--- src/rtl/operand_collector.sv ---
// operand_collector: packs a stream of W-bit operands into eight adder-tree slots,
// waits for the tree to settle, then captures its result with overflow and mismatch flags.
//
// state      | meaning
// COLLECT    | accepting operands into slots m..t
// SETTLE     | slots frozen, counting down while the tree settles
// HOLD       | result presented, waiting for out_ready
module operand_collector #(
  parameter int W      = 7,
  parameter int SETTLE = 1
) (
  input  logic         clk,
  input  logic         rst,
  input  logic         in_valid,
  output logic         in_ready,
  input  logic [W-1:0] in_data,
  input  logic         in_last,
  output logic [W-1:0] m,
  output logic [W-1:0] n,
  output logic [W-1:0] o,
  output logic [W-1:0] p,
  output logic [W-1:0] q,
  output logic [W-1:0] r,
  output logic [W-1:0] s,
  output logic [W-1:0] t,
  input  logic [W+1:0] sum_in,
  output logic         out_valid,
  input  logic         out_ready,
  output logic [W+2:0] out_sum,
  output logic [W+1:0] out_tree,
  output logic [3:0]   out_count,
  output logic         out_ovf,
  output logic         out_mis
);

  typedef enum logic [1:0] {
    ST_COLLECT = 2'd0,
    ST_SETTLE  = 2'd1,
    ST_HOLD    = 2'd2
  } state_t;

  localparam logic [3:0] SETTLE_CNT = 4'(SETTLE);

  state_t       state;
  logic [3:0]   idx;
  logic [3:0]   cnt;
  logic [W+2:0] acc;
  logic [W-1:0] slot [8];

  assign in_ready = (state == ST_COLLECT);

  assign m = slot[0];
  assign n = slot[1];
  assign o = slot[2];
  assign p = slot[3];
  assign q = slot[4];
  assign r = slot[5];
  assign s = slot[6];
  assign t = slot[7];

  always_ff @(posedge clk or posedge rst) begin
    if (rst) begin
      state     <= ST_COLLECT;
      idx       <= '0;
      cnt       <= '0;
      acc       <= '0;
      for (int i = 0; i < 8; i++) slot[i] <= '0;
      out_valid <= 1'b0;
      out_sum   <= '0;
      out_tree  <= '0;
      out_count <= '0;
      out_ovf   <= 1'b0;
      out_mis   <= 1'b0;
    end else begin
      case (state)
        ST_COLLECT: begin
          if (in_valid) begin
            slot[idx[2:0]] <= in_data;
            idx            <= idx + 4'd1;
            acc            <= acc + {3'b000, in_data};
            // in_last on the eighth operand is still a single group end
            if (idx == 4'd7 || in_last) begin
              cnt   <= SETTLE_CNT;
              state <= ST_SETTLE;
            end
          end
        end
        ST_SETTLE: begin
          if (cnt <= 4'd1) begin
            out_tree  <= sum_in;
            out_sum   <= acc;
            out_count <= idx;
            out_ovf   <= acc[W+2];
            out_mis   <= (acc[W+1:0] != sum_in);
            out_valid <= 1'b1;
            state     <= ST_HOLD;
          end else begin
            cnt <= cnt - 4'd1;
          end
        end
        ST_HOLD: begin
          if (out_ready) begin
            out_valid <= 1'b0;
            idx       <= '0;
            acc       <= '0;
            for (int i = 0; i < 8; i++) slot[i] <= '0;
            state     <= ST_COLLECT;
          end
        end
        default: begin
          out_valid <= 1'b0;
          state     <= ST_COLLECT;
        end
      endcase
    end
  end

endmodule

--- config.mk ---
export PLATFORM = sky130hd
export DESIGN_NAME = operand_collector
export DESIGN_NICKNAME = d
export VERILOG_FILES = /design/src/rtl/operand_collector.sv
export SDC_FILE = /design/constraint.sdc
export NUM_CORES = 1
export LEC_CHECK = 0
export BUFFER_PORTS_ARGS = -buffer_cell sky130_fd_sc_hd__buf_2
export CAP_MARGIN = 0
export CORE_MARGIN = 5
export CORE_UTILIZATION = 30
export CTS_CLUSTER_DIAMETER = 200
export DETAILED_ROUTE_END_ITERATION = 12
export PLACE_DENSITY_LB_ADDON = 0.08
export SKIP_LAST_GASP = 1
export SYNTH_ARGS = -nofsm -noshare
export SYNTH_HDL_FRONTEND = slang
export SYNTH_SLANG_ARGS = --single-unit
--- constraint.sdc ---
create_clock -name clk -period 7.65 [get_ports clk]
set_input_delay 1.1475 -clock clk [delete_from_list [all_inputs] [get_ports clk]]
set_output_delay 1.1475 -clock clk [all_outputs]
set_load 0.01 [all_outputs]
* Word-level counts from Yosys, hierarchy flattened
Cells that the tools add are included.
** Storage, ports and cells
- Flip-flop bits (word level) :: 102
- Logic and storage cells :: 69
** Operators by class
- Eq/ne operators :: 9
- Bitwise operators :: 2
- Muxes and demuxes :: 24
- Order comparisons :: 3
- Reductions and logical operators :: 10
- Add/sub/neg operators :: 3
** Operators by type and width (number)
- 2-to-1 mux 56 bit :: 2
- one-hot mux 56 bit (2 select lines) :: 1
- bitwise mux 56 bit :: 1
- demux 7 bit (select 3 bit) :: 1
- 2-to-1 mux 10 bit :: 2
- 2-to-1 mux 4 bit :: 5
- one-hot mux 10 bit (2 select lines) :: 1
- one-hot mux 4 bit (2 select lines) :: 2
- adder 10 x 7 -> 10 bit :: 1
- != test 9 bit :: 1
- 2-to-1 mux 2 bit :: 4
- != test 2 bit (second input constant) :: 4
- AND reduction 4 bit :: 2
- 2-to-1 mux 7 bit :: 1
- one-hot mux 2 bit (3 select lines) :: 1
- AND reduction 3 bit :: 2
- adder 4 x 1 -> 4 bit (second input constant) :: 1
- equality test 4 x 3 -> 1 bit (second input constant) :: 1
- >= comparator 4 bit (second input constant) :: 1
- <= comparator 4 x 1 -> 1 bit (second input constant) :: 1
- < comparator 4 x 1 -> 1 bit (second input constant) :: 1
- NOT 3 -> 4 bit :: 1
- nonzero test 2 bit :: 2
- subtractor 4 x 1 -> 4 bit (second input constant) :: 1
- other kinds (10) :: 11

* Depth between registers and ports, before layout
- Depth after elaboration :: 8
- Gate-level depth with buffers :: 8

* Worst setup path after synthesis
Ideal clock, no wire load.
- Path kind :: input port to flip-flop
- Start point :: in in_data[0]
- End point :: reg acc[6]
- Path buffers :: 0
- Arrival :: 2.366 ns
- Setup slack :: 5.157 ns
- Stages :: 8
- Cells stage by stage :: ha_1 -> inv_1 -> fa_1 -> nor2b_1 -> o31ai_1 -> nand2b_1 -> a211oi_1 -> o31ai_1
** On the way
- Cells in the longest elaborated chain, start to end :: 3
** Ends and longest elaborated chain
- start, declared :: RTL line 16 : input logic [W-1:0] in_data,
- adder 10 x 7 -> 10 bit :: RTL line 80 : acc <= acc + {3'b000, in_data};
- 2-to-1 mux 10 bit :: RTL line 77 : if (in_valid) begin
- one-hot mux 10 bit (2 select lines) :: RTL line 75 : case (state)
- end signal, assigned :: RTL line 80
- end, declared :: RTL line 47 : logic [W+2:0] acc;
Every way passes these cells. The select of a mux whose other input is x is not followed.
A chain may end at the register's enable or synchronous reset.

* Worst setup path after layout
Same ends and word-level chain as after synthesis.

==> flow_summary.ini <==
[place]
hpwl_mm = 8.42
place_area_sq_um = 5160
place_ws_ns = 4.75
finalWeightedCongestion = 0.798
io_buffers = 103
dp.cells = 684

[timing]
skew_ns = 0.0104
period_needed_ns = 2.54
holdWs_ns = 0.485
fin_ws_ns = 5.11
relSlewSlack = 0.530
hold_viol = 0
slew_violations = 0
fmax_mhz = 393
finalSetupTns_ns = 0
period_share = 0.333
setup_violations = 0
rsz0062_at_grt = false
worstMarginPinSlew_ns = 0.705

[synthesis]
syn_avg_cell_area_sq_um = 10.8
async_reset_ff_frac = 1.00
yosys_warnings = 0
synth_edf_count = 0
ys_seq_area_frac = 0.560
synthesis.nets = 451
ys_seq_elements = 101
syn_area_sq_um = 4520
synthCells = 419
ys_types = 47
synth_ff_type = dfrtp_1

[grt]
antenna_found_initial = 0
grt.total_usage = 0.139
grt_pass1_wl_mm = 19.1
grt_max_degree = 54
overflow = 0
first_global_vias = 3318

[floorplanning]
core_area_sq_um = 14600
die-area_sq_um = 17600
initial_core_util = 0.308
die_h_um = 133
std_cell_rows = 44
die_x_um = 133
ios = 104

[layout]
largest_register = acc
largest_reg_flops = 10
utilization = 0.371
drive_above_1_share = 0.304
syn_to_final_growth_pct = 20.4
finalNonFillerCells = 700
design_area_sq_um = 5440
antennaDiodeCount = 0
top_regs = acc (10), out_sum (9), out_tree (9)
nets = 543

[setup_path]
cp-end-kind = flip-flop
critPathMostFrequentCell = o31ai_1
cpLargestDelayFamily = compound AO/OA/AOI/OAI gates
critPathBufInv = 2
worstPathRequired_ns = 7.89
worstPathArrival_ns = 2.78
critPathLaunchType = primary input
cp_cell_sequence = buf_2 -> ha_1 -> inv_1 -> fa_1 -> nor2b_1 -> o31ai_1 -> nand2b_1 -> a211oi_1 -> o31ai_1
cpPeakStageDelay_ns = 0.46
crit_type = primary input to flip-flop
slowest_stage = o31ai_1
crit_fanout = 5

[job]
maxCapViolations = 0

[outcome]
status = finished clean

[clock_network]
htree_levels = 3
clk_latency_ns = 0.36
cts_setup_buffers = 0
root_buffer = clkbuf_16
clk_pin_slew_ns = 0.07
cts_max_path_buffers = 2
cts_tree = done
cts_buffers = 9
cts_resized = 0
clock_sinks = 101
postCtsHoldBufs = 0

[route]
drtPass1Iterations = 4
vias_per_cell = 4.83
wire_per_inst_um = 17.2
drc = 0
first_iter_violations = 245
vias = 3383
wl_mm = 12.0
drtAntennaViolNets = 0

[power]
power_density_nw_per_um2 = 413
worst_ir_drop_vdd_uv = 192
leakage_nw = 2.61
power_mw = 2.25

[min_path]
hold_path.class = flip-flop to flip-flop
[routing by layer]
| layer | vias to the layer above | wire, um | GRT usage | share of wire |
|---|---|---|---|---|
| li1 | 1656 | - | - | - |
| met1 | 1633 | 5430 | 0.178 | 0.45 |
| met2 | 79 | 5780 | 0.226 | 0.48 |
| met3 | 15 | 647 | 0.0440 | 0.054 |
| met4 | 0 | 189 | 0.0445 | 0.016 |
| met5 | - | 0 | 0 | 0 |
[area by class of cell]
cell class | instances | area, sq um
fillers | 1470 | 9210
well taps | 184 | 230
inverters | 8 | 32.5
flip-flops and latches | 101 | 2530
clock buffers | 12 | 246
repair buffers | 107 | 546
multi-input cells | 284 | 1820
clock inverters | 4 | 31.3
[where the power goes]
part | internal, mW | switching [mW] | total [mW] | leakage (nW)
sequential | 0.759 | 0.188 | 0.947 | 1.31
combinational | 0.381 | 0.476 | 0.858 | 1.18
clock | 0.231 | 0.210 | 0.441 | 0.125
total | 1.37 | 0.874 | 2.25 | 2.61
[cells in the final DEF (no fill, tap or decap), types with 2 or more instances in the layout]
cell type   count
a21o_1          2
a21oi_1         8
a22o_1          2
a31oi_1         2
buf_2         103
buf_4           4
clkbuf_1        2
clkbuf_16       9
clkinvlp_4      3
dfrtp_1       101
ha_1           10
inv_1           7
mux2_2         24
nand2_1        44
nand2b_1        3
nand3_1        54
nand3b_1        2
nand4_1         4
nand4b_1        2
nor2_1         14
nor2_2          2
nor3_1          2
nor4b_4         2
o21a_1          2
o21ai_0        66
o31ai_1         2
or2_2           2
xnor2_1         9
xor2_1          7
[synth_stat cells (3+ instances only)]
cell type  number  area, sq um
xor2_1          7         61.3
a21oi_1         8         40.0
nand2b_1        3         18.8
buf_6           3         33.8
dfrtp_1       101         2530
ha_1           10          125
o21ai_0        66          330
inv_1           8         30.0
buf_2           8         40.0
nand3_1        54          270
xnor2_1         9         78.8
nand4_1         4         25.0
clkbuf_1       13         48.8
nor2_1         15         56.3
mux2_2         24          270
nand2_1        44          165
[final timing paths]
path	startpoint	slack, ns	to	depth (start not counted)
setup / recovery	in_data[0]	5.11	acc[6]	9
hold / removal	t[5]	0.48	t[5]	2
setup reg to reg	state[0]	5.47	q[1]	4
hold reg to reg	t[5]	0.48	t[5]	2
max in group asynchronous	rst	5.63	cnt[1]	3
min in group asynchronous	rst	0.87	n[1]	2
[tightest hold or removal path: stages (launching register included)]
cell     delay (ns)
dfrtp_1        0.35
nand2_1        0.05
o21ai_0        0.06
[kinds of logic (layout without fill, tap and decap cells)]
group | after synthesis | after routing | synth area share
fa+ha+maj | 11 | 11 | 0.0321
mux | 24 | 24 | 0.0598
compound gates | 93 | 93 | 0.115
flops | 101 | 101 | 0.560
buf+inv | 34 | 131 | 0.0371
simple gates | 140 | 140 | 0.165
xor+xnor | 16 | 16 | 0.0310
Note: power is estimated with default switching activity, not from simulation.
